<file path="config.mk">
export PLATFORM = sky130hd
export DESIGN_NAME = uart_tx_arbiter
export DESIGN_NICKNAME = d
export VERILOG_FILES = /design/src/rtl/uart_arb_pkg.sv /design/src/rtl/rr_pick.sv /design/src/rtl/uart_tx_arbiter.sv
export SDC_FILE = /design/constraint.sdc
export NUM_CORES = 1
export LEC_CHECK = 0
export CAP_MARGIN = 20
export CORE_UTILIZATION = 32
export DETAILED_ROUTE_END_ITERATION = 12
export HOLD_SLACK_MARGIN = 0.05
export SETUP_SLACK_MARGIN = 0.1
export SYNTH_ARGS = -nofsm -noshare
export SYNTH_HDL_FRONTEND = slang
export SYNTH_SLANG_ARGS = --single-unit
</file>
<file path="constraint.sdc">
create_clock -name sys_clk -period 2.7 [get_ports sys_clk]
set_input_delay 0.27 -clock sys_clk [delete_from_list [all_inputs] [get_ports sys_clk]]
set_output_delay 0.27 -clock sys_clk [all_outputs]
set_load 0.02 [all_outputs]
</file>
<file path="src/rtl/uart_arb_pkg.sv">
// Shared types and constants for the UART transmit arbiter.
package uart_arb_pkg;

  localparam int unsigned UART_DATA_W            = 8;
  localparam int unsigned DEFAULT_LAUNCH_TIMEOUT = 1024;

  typedef enum logic [1:0] {
    ST_IDLE   = 2'd0,
    ST_LAUNCH = 2'd1,
    ST_DRAIN  = 2'd2
  } arb_state_e;

endpackage

</file>
<file path="src/rtl/rr_pick.sv">
// Combinational round-robin select: first set request scanning upward from rr_ptr.
module rr_pick #(
  parameter int unsigned NUM_REQ = 4,
  parameter int unsigned ID_W    = $clog2(NUM_REQ)
) (
  input  logic [NUM_REQ-1:0] req,
  input  logic [ID_W-1:0]    rr_ptr,
  output logic [ID_W-1:0]    winner,
  output logic               valid
);

  // One extra bit holds rr_ptr+offset before the explicit modulo wrap.
  logic [ID_W:0]   sum;
  logic [ID_W-1:0] cand;

  always_comb begin
    winner = '0;
    valid  = 1'b0;
    sum    = '0;
    cand   = '0;
    for (int i = 0; i < int'(NUM_REQ); i++) begin
      sum = {1'b0, rr_ptr} + (ID_W+1)'(i);
      if (sum >= (ID_W+1)'(NUM_REQ)) begin
        sum = sum - (ID_W+1)'(NUM_REQ);
      end
      cand = sum[ID_W-1:0];
      if (!valid && req[cand]) begin
        valid  = 1'b1;
        winner = cand;
      end
    end
  end

endmodule

</file>
<file path="src/rtl/uart_tx_arbiter.sv">
// Round-robin arbiter sharing one UART transmitter among NUM_REQ byte producers.
module uart_tx_arbiter
  import uart_arb_pkg::*;
#(
  parameter int unsigned NUM_REQ        = 4,
  parameter int unsigned DATA_W         = UART_DATA_W,
  parameter int unsigned LAUNCH_TIMEOUT = DEFAULT_LAUNCH_TIMEOUT,
  parameter int unsigned ID_W           = $clog2(NUM_REQ)
) (
  input  logic                      sys_clk,
  input  logic                      rst,
  input  logic [NUM_REQ-1:0]        req,
  input  logic [NUM_REQ*DATA_W-1:0] req_data,
  output logic [NUM_REQ-1:0]        req_ack,
  output logic                      tx_en,
  output logic [DATA_W-1:0]         tx_data,
  input  logic                      tx_busy,
  output logic [ID_W-1:0]           grant_id,
  output logic                      active,
  output logic                      timeout_err
);

  localparam int unsigned CNT_W = $clog2(LAUNCH_TIMEOUT) + 1;

  arb_state_e         state;
  logic [ID_W-1:0]    rr_ptr;
  logic [CNT_W-1:0]   launch_cnt;
  logic [ID_W-1:0]    pick_id;
  logic               pick_valid;
  logic [ID_W-1:0]    next_ptr;
  logic [DATA_W-1:0]  req_bytes [NUM_REQ];

  rr_pick #(
    .NUM_REQ (NUM_REQ),
    .ID_W    (ID_W)
  ) u_rr_pick (
    .req    (req),
    .rr_ptr (rr_ptr),
    .winner (pick_id),
    .valid  (pick_valid)
  );

  always_comb begin
    for (int i = 0; i < int'(NUM_REQ); i++) begin
      req_bytes[i] = req_data[i*DATA_W +: DATA_W];
    end
  end

  // Pointer moves past the granted requester whether the launch succeeded or timed out.
  assign next_ptr = (grant_id == ID_W'(NUM_REQ - 1)) ? '0 : grant_id + ID_W'(1);

  always_ff @(posedge sys_clk) begin
    if (rst) begin
      state       <= ST_IDLE;
      rr_ptr      <= '0;
      launch_cnt  <= '0;
      tx_en       <= 1'b0;
      tx_data     <= '0;
      req_ack     <= '0;
      grant_id    <= '0;
      active      <= 1'b0;
      timeout_err <= 1'b0;
    end else begin
      req_ack     <= '0;
      timeout_err <= 1'b0;
      case (state)
        ST_IDLE: begin
          if (!tx_busy && pick_valid) begin
            tx_data    <= req_bytes[pick_id];
            grant_id   <= pick_id;
            tx_en      <= 1'b1;
            active     <= 1'b1;
            launch_cnt <= '0;
            state      <= ST_LAUNCH;
          end
        end
        ST_LAUNCH: begin
          if (tx_busy) begin
            tx_en   <= 1'b0;
            req_ack <= NUM_REQ'(1) << grant_id;
            rr_ptr  <= next_ptr;
            state   <= ST_DRAIN;
          end else if (launch_cnt == CNT_W'(LAUNCH_TIMEOUT - 1)) begin
            tx_en       <= 1'b0;
            timeout_err <= 1'b1;
            rr_ptr      <= next_ptr;
            active      <= 1'b0;
            state       <= ST_IDLE;
          end else begin
            launch_cnt <= launch_cnt + CNT_W'(1);
          end
        end
        ST_DRAIN: begin
          if (!tx_busy) begin
            active <= 1'b0;
            state  <= ST_IDLE;
          end
        end
        default: begin
          tx_en  <= 1'b0;
          active <= 1'b0;
          state  <= ST_IDLE;
        end
      endcase
    end
  end

endmodule

</file>
==> flow_metrics.env <==
export IMPL_fmax_mhz=477.6
export IMPL_final_cell_mix="clkdlybuf4s50_1, dfxtp_1, mux2i_1"
export IMPL_wl_per_cell_um=12.09
export IMPL_post_cts_buffers=0
export IMPL_hpwlAfterDp_um=2689
export IMPL_yosysTopAreaCell="dfxtp_1"
export IMPL_gp_congestion=0.8142
export IMPL_stdcell_area_um2=2367
export IMPL_netlist_top_cells_area="dfxtp_1, mux2i_1, nor2_1"
export IMPL_critical_path_startpoint="launch_cnt[0]"
export IMPL_numCtsBuffers=5
export IMPL_grt_antenna_before_repair=0
export IMPL_timing_rr_start="launch_cnt[0]"
export IMPL_startpoint_type="register"
export IMPL_yosys_register_bits=32
export IMPL_vias_per_cell=4.852
export IMPL_hold_violations=0
export IMPL_synth_cell_types=38
export IMPL_fp_dieW_um=73.71
export IMPL_cts_tree="yes"
export IMPL_synth_warnings=0
export IMPL_seqPwrFrac_pct=45.4
export IMPL_p_sw_share_pct=26.37
export IMPL_worstSkewPairLatency_ps=280
export IMPL_rows=25
export IMPL_hold_buffers=0
export IMPL_clock_path_buffers=2
export IMPL_syn_num_nets=211
export IMPL_ios=56
export IMPL_dieArea_um2=5432
export IMPL_dp_cells=289
export IMPL_worstPathArrival_ps=2330
export IMPL_first_global_vias=1402
export IMPL_period_needed_ps=2094
export IMPL_required_ps=2930
export IMPL_start_util_pct=33.94
export IMPL_h_tree_depth=2
export IMPL_grt_util_all_layers_pct=15.47
export IMPL_port_buffer_count=55
export IMPL_synth_top_area_share_pct=38.94
export IMPL_p_leak_uw=0.0008350
export IMPL_post_route_period_util_pct=77.54
export IMPL_root_buffer="clkbuf_8"
export IMPL_final_common_cell="clkdlybuf4s50_1"
export IMPL_yosysSeqAreaShare_pct=38.94
export IMPL_hp_class="reg2reg"
export IMPL_syn_avg_cell_area_um2=9.678
export IMPL_grt_first_pass_wirelength_um=6306
export IMPL_placed_area_um2=2275
export IMPL_drv_slew=0
export IMPL_p_int_uw=824.2
export IMPL_powerDensity_nw_per_um2=472.8
export IMPL_area_delta_synth_final_pct=43.88
export IMPL_syn_instance_count=170
export IMPL_rsz0062_at_grt="no"
export IMPL_synth_top_flop_cell="dfxtp_1"
export IMPL_cts_num_sinks=32
export IMPL_clock_skew_ps=3.690
export IMPL_die_height_um=73.71
export IMPL_overflow=0
export IMPL_nets=270
export IMPL_max_cap_violations=0
export IMPL_vias=1441
export IMPL_path_clk_slew_ps=70
export IMPL_synthArstFlopShare_pct=0
export IMPL_drive_above_1_share_pct=10.00
export IMPL_end_kind="register"
export IMPL_grt_max_degree=17
export IMPL_route_antenna_remaining_nets=0
export IMPL_n_antenna_cell=0
export IMPL_clock_power_share_pct=34.2
export IMPL_core_area_um2=4848
export IMPL_worstMarginPinSlew_ps=623.3
export IMPL_wirelength_um=3590
export IMPL_drcViolationCount=0
export IMPL_syn_area_um2=1645
export IMPL_status="complete, no violations"
export IMPL_ir_worst_vdd_v=0.0002585
export IMPL_drtIter0Drc=53
export IMPL_synth_edf_count=0
export IMPL_p_switching_uw=295.2
export IMPL_fin_setup_tns_ps=0
export IMPL_finalSetupViolCount=0
export IMPL_p_comb_share_pct=20.4
export IMPL_cts_resized=0
export IMPL_relSlewSlack_pct=58.31
export IMPL_critPathKind="reg2reg"
export IMPL_dr_pass1_iters=4
export IMPL_final_cells=297
export IMPL_hold_start="tx_en"
export IMPL_crit_path_max_fanout=12
-- logic make-up after synthesis --
| kind of cell | count (synthesis) | synth area share, % |
|---|---|---|
| buffers and inverters | 15 | 5.094 |
| flip-flops | 32 | 38.94 |
| AND/OR/NAND/NOR | 59 | 20.69 |
| adder cells (fa/ha/maj) | 2 | 1.521 |
| multiplexers | 21 | 12.78 |
| XOR/XNOR | 7 | 3.726 |
| AO/OA/AOI/OAI | 34 | 17.26 |
-- state kept, by name, summed over array words and instances (netlist names) --
register and cells:
grant_id 2, active 1, tx_en 1, timeout_err 1, tx_data 8, launch_cnt 11
state 2, req_ack 4, rr_ptr 2
-- stage by stage --
step | setup slack (ps) | total power (µW) | hold slack [ps] | util [%]
floorplan | 964.0 | 635.0 | 348.5 | -
global placement | 528.4 | 749.5 | 484.2 | 46.92
detailed placement | 471.9 | 748.4 | 468.1 | 46.92
CTS | 611.5 | 1134 | 477.2 | 48.83
global route | 383.2 | 1180 | 513.8 | 48.83
finish | 606.3 | 1119 | 472.3 | 48.83
-- synthesized netlist by cell type, drive strengths merged, types with 2 or more instances --
library cell	count
dfxtp	32
nand2b	6
ha	2
nand3	7
buf	5
o21ai	2
nor2	19
nor4	2
or2	2
and3	2
mux2i	21
nor3b	2
clkbuf	4
xnor2	7
nand3b	9
nand2	5
a311oi	2
inv	6
a211oi	6
o41ai	2
o221ai	8
a21oi	10
-- final cells by class --
class,count,area [µm²]
Clock buffer,6,82.58
Clock inverter,2,10.01
Fill cell,469,2481
Inverter,6,22.52
Multi-Input combinational cell,123,932.1
Sequential cell,32,640.6
Tap cell,67,83.83
Timing Repair Buffer,61,595.6
-- worst paths after layout --
check        depth (start not counted)  slack [ps]             to
max                                  6         610  launch_cnt[7]
max reg2reg                          6         610  launch_cnt[7]
min                                  2         470          tx_en
min reg2reg                          2         470          tx_en
-- worst max-delay path, cell delays in order, from the launching register on --
cell	delay [ps]
dfxtp_1	370
ha_1	210
nand3_1	180
o41ai_4	620
a21oi_1	230
a311oi_1	310
a41o_1	120
-- layer usage --
metal	share of wire [%]	GRT usage (%)	wire, µm
met1	46	18.07	1644
met2	44	24.46	1566
met3	9.4	6.996	336
met4	1.2	6.410	43
met5	0	0	0
-- power by group through the flow --
| stage | Clock [µW] | Combinational, µW | Sequential, µW |
|---|---|---|---|
| 2_1_floorplan | 0 | 97.5 | 538 |
| 3_3_place_gp | 0 | 231 | 518 |
| 3_5_place_dp | 0 | 229 | 519 |
| 4_1_cts | 394 | 231 | 509 |
| 5_1_grt | 417 | 251 | 512 |
| 6_report | 383 | 228 | 509 |
(Power assumes the default switching activity.)
